[config.mk]
export PLATFORM = sky130hd
export DESIGN_NAME = ci_divider_mc
export DESIGN_NICKNAME = d
export VERILOG_FILES = /design/src/rtl/ci_divider_mc.sv
export SDC_FILE = /design/constraint.sdc
export NUM_CORES = 1
export LEC_CHECK = 0
export BUFFER_PORTS_ARGS = -buffer_cell sky130_fd_sc_hd__buf_2
export CAP_MARGIN = 10
export CELL_PAD_IN_SITES_DETAIL_PLACEMENT = 0
export CELL_PAD_IN_SITES_GLOBAL_PLACEMENT = 1
export CORE_MARGIN = 2
export CORE_UTILIZATION = 44
export CTS_BUF_LIST = sky130_fd_sc_hd__clkbuf_16
export CTS_CLUSTER_SIZE = 14
export DETAILED_ROUTE_END_ITERATION = 7
export PLACE_DENSITY_LB_ADDON = 0.1
export SLEW_MARGIN = 25
export SYNTH_ARGS = -nofsm -noshare
export SYNTH_HDL_FRONTEND = slang
export SYNTH_SLANG_ARGS = --single-unit
[constraint.sdc]
create_clock -name clk -period 3.9 [get_ports clk]
set_input_delay 0.585 -clock clk [delete_from_list [all_inputs] [get_ports clk]]
set_output_delay 0.585 -clock clk [all_outputs]
set_load 0.02 [all_outputs]
[src/rtl/ci_divider_mc.sv]
// Sequential radix-2 restoring divider for the custom-instruction slot.
// Signed/unsigned, quotient or remainder select, divide-by-zero short path, clk_en stalling.
module ci_divider_mc #(
    parameter int WIDTH     = 32,
    parameter bit SIGNED_EN = 1'b1
) (
    input  logic             clk,
    input  logic             rst_n,
    input  logic             clk_en,
    input  logic             start,
    input  logic [1:0]       n,
    input  logic [WIDTH-1:0] numerator,
    input  logic [WIDTH-1:0] denominator,
    output logic [WIDTH-1:0] quotient,
    output logic             done,
    output logic             busy,
    output logic             div_zero,
    output logic [1:0]       dbg_state
);

    localparam int CW = (WIDTH > 1) ? $clog2(WIDTH) : 1;

    typedef enum logic [1:0] {
        S_IDLE = 2'd0,
        S_RUN  = 2'd1,
        S_FIX  = 2'd2,
        S_ZERO = 2'd3
    } state_t;

    state_t           state_q, state_d;
    logic [CW-1:0]    cnt_q, cnt_d;
    logic [WIDTH-1:0] rem_q, rem_d;
    logic [WIDTH-1:0] dvd_q, dvd_d;
    logic [WIDTH-1:0] dvs_q, dvs_d;
    logic             neg_quo_q, neg_quo_d;
    logic             neg_rem_q, neg_rem_d;
    logic             sel_rem_q, sel_rem_d;
    logic [WIDTH-1:0] quotient_q, quotient_d;
    logic             done_r_q, done_r_d;
    logic             div_zero_q, div_zero_d;

    logic             signed_op;
    logic             num_neg;
    logic             den_neg;
    logic [WIDTH-1:0] num_mag;
    logic [WIDTH-1:0] den_mag;
    logic [WIDTH:0]   rem_sh;
    logic [WIDTH:0]   diff;

    // Magnitudes are plain unsigned values, so -2^(WIDTH-1) maps to 2^(WIDTH-1).
    assign signed_op = SIGNED_EN && n[0];
    assign num_neg   = signed_op && numerator[WIDTH-1];
    assign den_neg   = signed_op && denominator[WIDTH-1];
    assign num_mag   = num_neg ? -numerator : numerator;
    assign den_mag   = den_neg ? -denominator : denominator;

    // The dividend register shifts out its MSB into the partial remainder and
    // collects quotient bits at its LSB.
    assign rem_sh = {rem_q, dvd_q[WIDTH-1]};
    assign diff   = rem_sh - {1'b0, dvs_q};

    always_comb begin
        state_d    = state_q;
        cnt_d      = cnt_q;
        rem_d      = rem_q;
        dvd_d      = dvd_q;
        dvs_d      = dvs_q;
        neg_quo_d  = neg_quo_q;
        neg_rem_d  = neg_rem_q;
        sel_rem_d  = sel_rem_q;
        quotient_d = quotient_q;
        done_r_d   = 1'b0;
        div_zero_d = div_zero_q;

        case (state_q)
            S_IDLE: begin
                if (start) begin
                    sel_rem_d  = n[1];
                    neg_quo_d  = num_neg ^ den_neg;
                    neg_rem_d  = num_neg;
                    rem_d      = '0;
                    cnt_d      = CW'(WIDTH - 1);
                    dvs_d      = den_mag;
                    div_zero_d = 1'b0;
                    if (denominator == '0) begin
                        dvd_d   = numerator;
                        state_d = S_ZERO;
                    end else begin
                        dvd_d   = num_mag;
                        state_d = S_RUN;
                    end
                end
            end
            S_RUN: begin
                dvd_d = {dvd_q[WIDTH-2:0], ~diff[WIDTH]};
                rem_d = diff[WIDTH] ? rem_sh[WIDTH-1:0] : diff[WIDTH-1:0];
                if (cnt_q == '0) begin
                    state_d = S_FIX;
                end else begin
                    cnt_d = cnt_q - CW'(1);
                end
            end
            S_FIX: begin
                if (sel_rem_q) begin
                    quotient_d = neg_rem_q ? -rem_q : rem_q;
                end else begin
                    quotient_d = neg_quo_q ? -dvd_q : dvd_q;
                end
                div_zero_d = 1'b0;
                done_r_d   = 1'b1;
                state_d    = S_IDLE;
            end
            S_ZERO: begin
                quotient_d = sel_rem_q ? dvd_q : '1;
                div_zero_d = 1'b1;
                done_r_d   = 1'b1;
                state_d    = S_IDLE;
            end
            default: state_d = S_IDLE;
        endcase
    end

    always_ff @(posedge clk) begin
        if (rst_n) begin
            state_q    <= S_IDLE;
            cnt_q      <= '0;
            rem_q      <= '0;
            dvd_q      <= '0;
            dvs_q      <= '0;
            neg_quo_q  <= 1'b0;
            neg_rem_q  <= 1'b0;
            sel_rem_q  <= 1'b0;
            quotient_q <= '0;
            done_r_q   <= 1'b0;
            div_zero_q <= 1'b0;
        end else if (clk_en) begin
            state_q    <= state_d;
            cnt_q      <= cnt_d;
            rem_q      <= rem_d;
            dvd_q      <= dvd_d;
            dvs_q      <= dvs_d;
            neg_quo_q  <= neg_quo_d;
            neg_rem_q  <= neg_rem_d;
            sel_rem_q  <= sel_rem_d;
            quotient_q <= quotient_d;
            done_r_q   <= done_r_d;
            div_zero_q <= div_zero_d;
        end
    end

    assign quotient  = quotient_q;
    assign done      = done_r_q & clk_en;
    assign busy      = (state_q != S_IDLE);
    assign div_zero  = div_zero_q;
    assign dbg_state = state_q;

endmodule

# Word level (Yosys, flattened, before mapping)
# Index checks and enable logic that the tools add are counted.
[word_totals] out_inout_bits=37 ff_bits=140 word_cells=65 inputBits=70
[classes] bitwise_logic=3 reduce_logical=16 n_eq_ne=6 mux=23 addsub=6
[ops] op="$mux 32" n=10
[ops] op="$pmux 32 s2" n=3
[ops] op="$neg 32->32" n=4
[ops] op="$sub 33x32->33" n=1
[ops] op="$logic_not 32->1" n=1
[ops] op="$reduce_and 3->1" n=4
[ops] op="$mux 5" n=2
[ops] op="$pmux 5 s2" n=1
[ops] op="$mux 2" n=3
[ops] op="$ne 2x2->1 const B" n=3
[ops] op="$pmux 2 s3" n=1
[ops] op="$reduce_bool 2->1" n=3
[ops] op="$logic_not 5->1" n=1
[ops] op="$sub 5x1->5 const B" n=1
[ops] op="$eq 2x2->1 const B" n=2
[ops] op="$reduce_and 4->1" n=1
[ops] op="$pmux 1 s3" n=1
[ops] op="$reduce_bool 3->1" n=1
[ops] op="$eq 2x1->1 const B" n=1
[ops] op="$logic_and 1x1->1" n=2
[ops] op="$logic_not 2->1" n=1
[ops] op="$mux 1" n=2
[ops] op="$reduce_and 2->1" n=1
[ops] op="$reduce_or 2->1" n=1
[ops] op="3 further kinds" n=3

# Logic depth before layout (Yosys ltp)
[logic_depth] depth_word=5 ltp_mapped=13 depth_no_buf=12

# Least setup slack after synthesis
# No wires, ideal clock.
[synth_path] path_type="register -> register" start="register rem_q[24]" end="register rem_q[10]" t_arrival_ns=2.799 path_stages_with_launch=12 setup_ns=0.116 slack_ns=0.985 n_path_buf=2 period_less_slack_ns=2.915 required_ns=3.784 path_cell_list="dfxtp_1 -> ha_1 -> buf_2 -> and4_1 -> and4_1 -> a221oi_1 -> a21boi_0 -> a31oi_1 -> o311ai_1 -> buf_2 -> o21ai_0 -> a31o_2"
[synth_between] elab_chain_len=3
[synth_lines] item="start, declared" line_no="32" source="logic [WIDTH-1:0] rem_q, rem_d;"
[synth_lines] item="start signal, assigned" line_no="139" source="rem_q <= rem_d;"
[synth_lines] item="$sub 33x32->33" line_no="60" source="assign diff = rem_sh - {1'b0, dvs_q};"
[synth_lines] item="$mux 32" line_no="96" source="rem_d = diff[WIDTH] ? rem_sh[WIDTH-1:0] : diff[WIDTH-1:0];"
[synth_lines] item="$pmux 32 s2" line_no="75" source="case (state_q)"
# Every way passes these cells.
# A chain may end at the register's enable or synchronous reset.

# Worst setup path after layout
[layout_path] start="register dvd_q[31]" end="register rem_q[6]"
[layout_between] elab_chain_len=3
[layout_lines] item="start, declared" line_no="33" source="logic [WIDTH-1:0] dvd_q, dvd_d;"
[layout_lines] item="start signal, assigned" line_no="140" source="dvd_q <= dvd_d;"
[layout_lines] item="$sub 33x32->33" line_no="60"
[layout_lines] item="$mux 32" line_no="96"
[layout_lines] item="$pmux 32 s2" line_no="75"
# Every way passes these cells.

==> flow_metrics.tcl <==
set metrics [dict create \
    synth.avg_cell_area_um2 7.56 \
    path_class "register to register" \
    ant_nets 0 \
    synth_ff_type "dfxtp_1" \
    drt_iter0_markers 677 \
    vias 10122 \
    cts_tree "done" \
    cts.root.buffer_cell "clkbuf_16" \
    drv_cap 0 \
    dr.pass1.iters 8 \
    start_kind "register" \
    syn2layout_area_growth_pct 16.3 \
    cts_resized 0 \
    syn_inst 1356 \
    syn_area_mm2 0.0102 \
    finalMaxSlewViolations 0 \
    grt_pass1_wl_um 49600 \
    clockBufferDepth 2 \
    synth-async-reset-ratio 0 \
    most-common-layout-cells "nand2_1 (168), dfxtp_1 (140), nor2_1 (138)" \
    post_cts_buffers 0 \
    rsz0062_at_grt "false" \
    antenna_found_initial 0 \
    dieWidth_um 157 \
    cp_common_cell "o21ai_0" \
    cts.clk_slew.worst_paths_ns 0.07 \
    power_density_mw_per_mm2 379 \
    grt_max_degree 74 \
    fin_cells 1774 \
    first_global_vias 9057 \
    fillers 2250 \
    leakage_nw 4.76 \
    die_area_mm2 0.0245 \
    crit_required_ns 4.17 \
    crit_buf_inv 3 \
    critPathArrivalTime_ns 3.90 \
    rows 55 \
    finalWirelength_um 31300 \
    synth.ff_latch_count 140 \
    cts-hold-fix-buffers 0 \
    relSlewSlack 0.412 \
    fin_crit_ns 3.63 \
    worst_setup_path_end_kind "register" \
    dieHeight_um 157 \
    regArea_mm2 0.00280 \
    fin_skew_ns 0.0103 \
    cts_sinks 140 \
    max_slew.worst_pin.slew_ns 0.882 \
    htree_levels 4 \
    mostFrequentLayoutCell "nand2_1" \
    synth_seq_area_share 0.274 \
    drc 0 \
    synth_edf_count 0 \
    crit_fanout 15 \
    via_per_inst 5.71 \
    setup_violations 0 \
    placed_cells 1741 \
    io_buffers 106 \
    multi_input_area_mm2 0.00695 \
    min_path_type "register to register" \
    clock_latency_ns 0.43 \
    dp_hpwl_um 24000 \
    tritoncts.num_buffers 17 \
    yosysUniqueCellTypes 68 \
    initial_core_util 0.450 \
    fmax_mhz 275 \
    drive_gt1_frac 0.145 \
    crit_chain "inv_1 > ha_1 > fa_1 > nor2b_1 > o211ai_1 > a211oi_1 > buf_4 > o21ai_0 > a31oi_1 > nand4_1 > o311ai_4 > buf_12 > mux2i_1 > o21ai_0" \
    gr-total-overflow 0 \
    io_pins 107 \
    ir_drop_uv 201 \
    tns_ns 0 \
    hold_viol_final 0 \
    coreArea_mm2 0.0228 \
    avgRoutedWirePerCell_um 17.7 \
    place.gp.congestion 0.866 \
    final_nets 1556 \
    status "complete, no violations" \
    mappedNetlistNets 1465 \
    yosysWarnings 0 \
    track_usage 0.257 \
    period_share 0.931 \
    slowest_stage "fa_1" \
    slowest_delay_ns 0.41 \
    critPathTopFamily "compound AO/OA/AOI/OAI gates" \
]
Yosys cell counts, drive strengths merged (38+ instances only):
library cell  count  share of area
nor2            143          0.052
a21oi           120          0.059
a211oi           54          0.040
nand2           170          0.062
dfxtp           140           0.27
inv              55          0.020
xor2             74          0.063
clkbuf           71          0.026
xnor2            60          0.051
o21ai            84          0.041
ha               38          0.046
metal layers:
metal / vias to the layer above / track usage / routed length, um
li1: 5100 / - / -
met1: 4737 / 0.392 / 16000
met5: - / 0 / 0
met3: 36 / 0.0415 / 1650
met4: 0 / 0.0699 / 589
met2: 249 / 0.369 / 13100
final timing paths:
path	slack, ns	cells after the start	from	to
max	0.27	14	dvd_q[31]	rem_q[6]
min	0.43	2	quotient[16]	quotient[16]
max reg2reg	0.27	14	dvd_q[31]	rem_q[6]
min reg2reg	0.43	2	quotient[16]	quotient[16]
logic make-up (layout without fill, tap and decap cells):
kind of cell | after synthesis | count (layout) | share of synthesized area
compound gates | 420 | 420 | 0.276
fa+ha+maj | 39 | 39 | 0.0484
xor+xnor | 134 | 134 | 0.115
mux | 29 | 29 | 0.0283
simple gates | 456 | 456 | 0.207
buf+inv | 138 | 242 | 0.0524
flops | 140 | 140 | 0.274
other cells | 0 | 1 | 0
flip-flops by register name, summed over array words and instances, names as in the netlist:
signal	flops
dvs_q	32
sel_rem_q	1
rem_q	32
div_zero	1
cnt_q	5
neg_rem_q	1
dvd_q	32
quotient	32
dbg_state	2
neg_quo_q	1
done_r_q	1
power breakdown:
| group | leakage, nW | internal (mW) | switching, mW |
|---|---|---|---|
| Clock | 0.300 | 1.08 | 0.706 |
| Sequential | 1.14 | 1.51 | 0.112 |
| Combinational | 3.32 | 0.444 | 0.662 |
| Total | 4.76 | 3.04 | 1.48 |
metrics by stage:
stage	setup WS, ns	util	instance area, um^2	power (mW)	hold WS [ns]
after floorplan	0.985	-	10200	2.41	0.432
after global placement	0.383	0.495	11300	2.74	0.419
after detailed placement	0.330	0.495	11300	2.74	0.424
after CTS	0.318	0.523	11900	4.53	0.425
after global routing	0.0250	0.523	11900	4.74	0.442
final	0.269	0.523	11900	4.51	0.432
final cells by class:
| class | count | share of cell area |
|---|---|---|
| Clock inverter | 15 | 0.0176 |
| Sequential cell | 140 | 0.235 |
| Tap cell | 313 | 0.0329 |
| Multi-Input combinational cell | 1078 | 0.584 |
| Inverter | 55 | 0.0173 |
| Timing Repair Buffer | 155 | 0.0775 |
| Antenna cell | 1 | 0.000210 |
| Clock buffer | 17 | 0.0357 |
worst reg2reg max path: cells and delay by family, from the launching register on:
family | cells | cell delay [ns]
DFF | 1 | 0.36
muxes | 1 | 0.22
buffers and inverters | 3 | 0.53
and+or+nand+nor | 2 | 0.39
adders and majority gates | 2 | 0.64
AOI/OAI and AO/OA | 6 | 1.34
No activity file was read; power rests on OpenSTA's default activity.
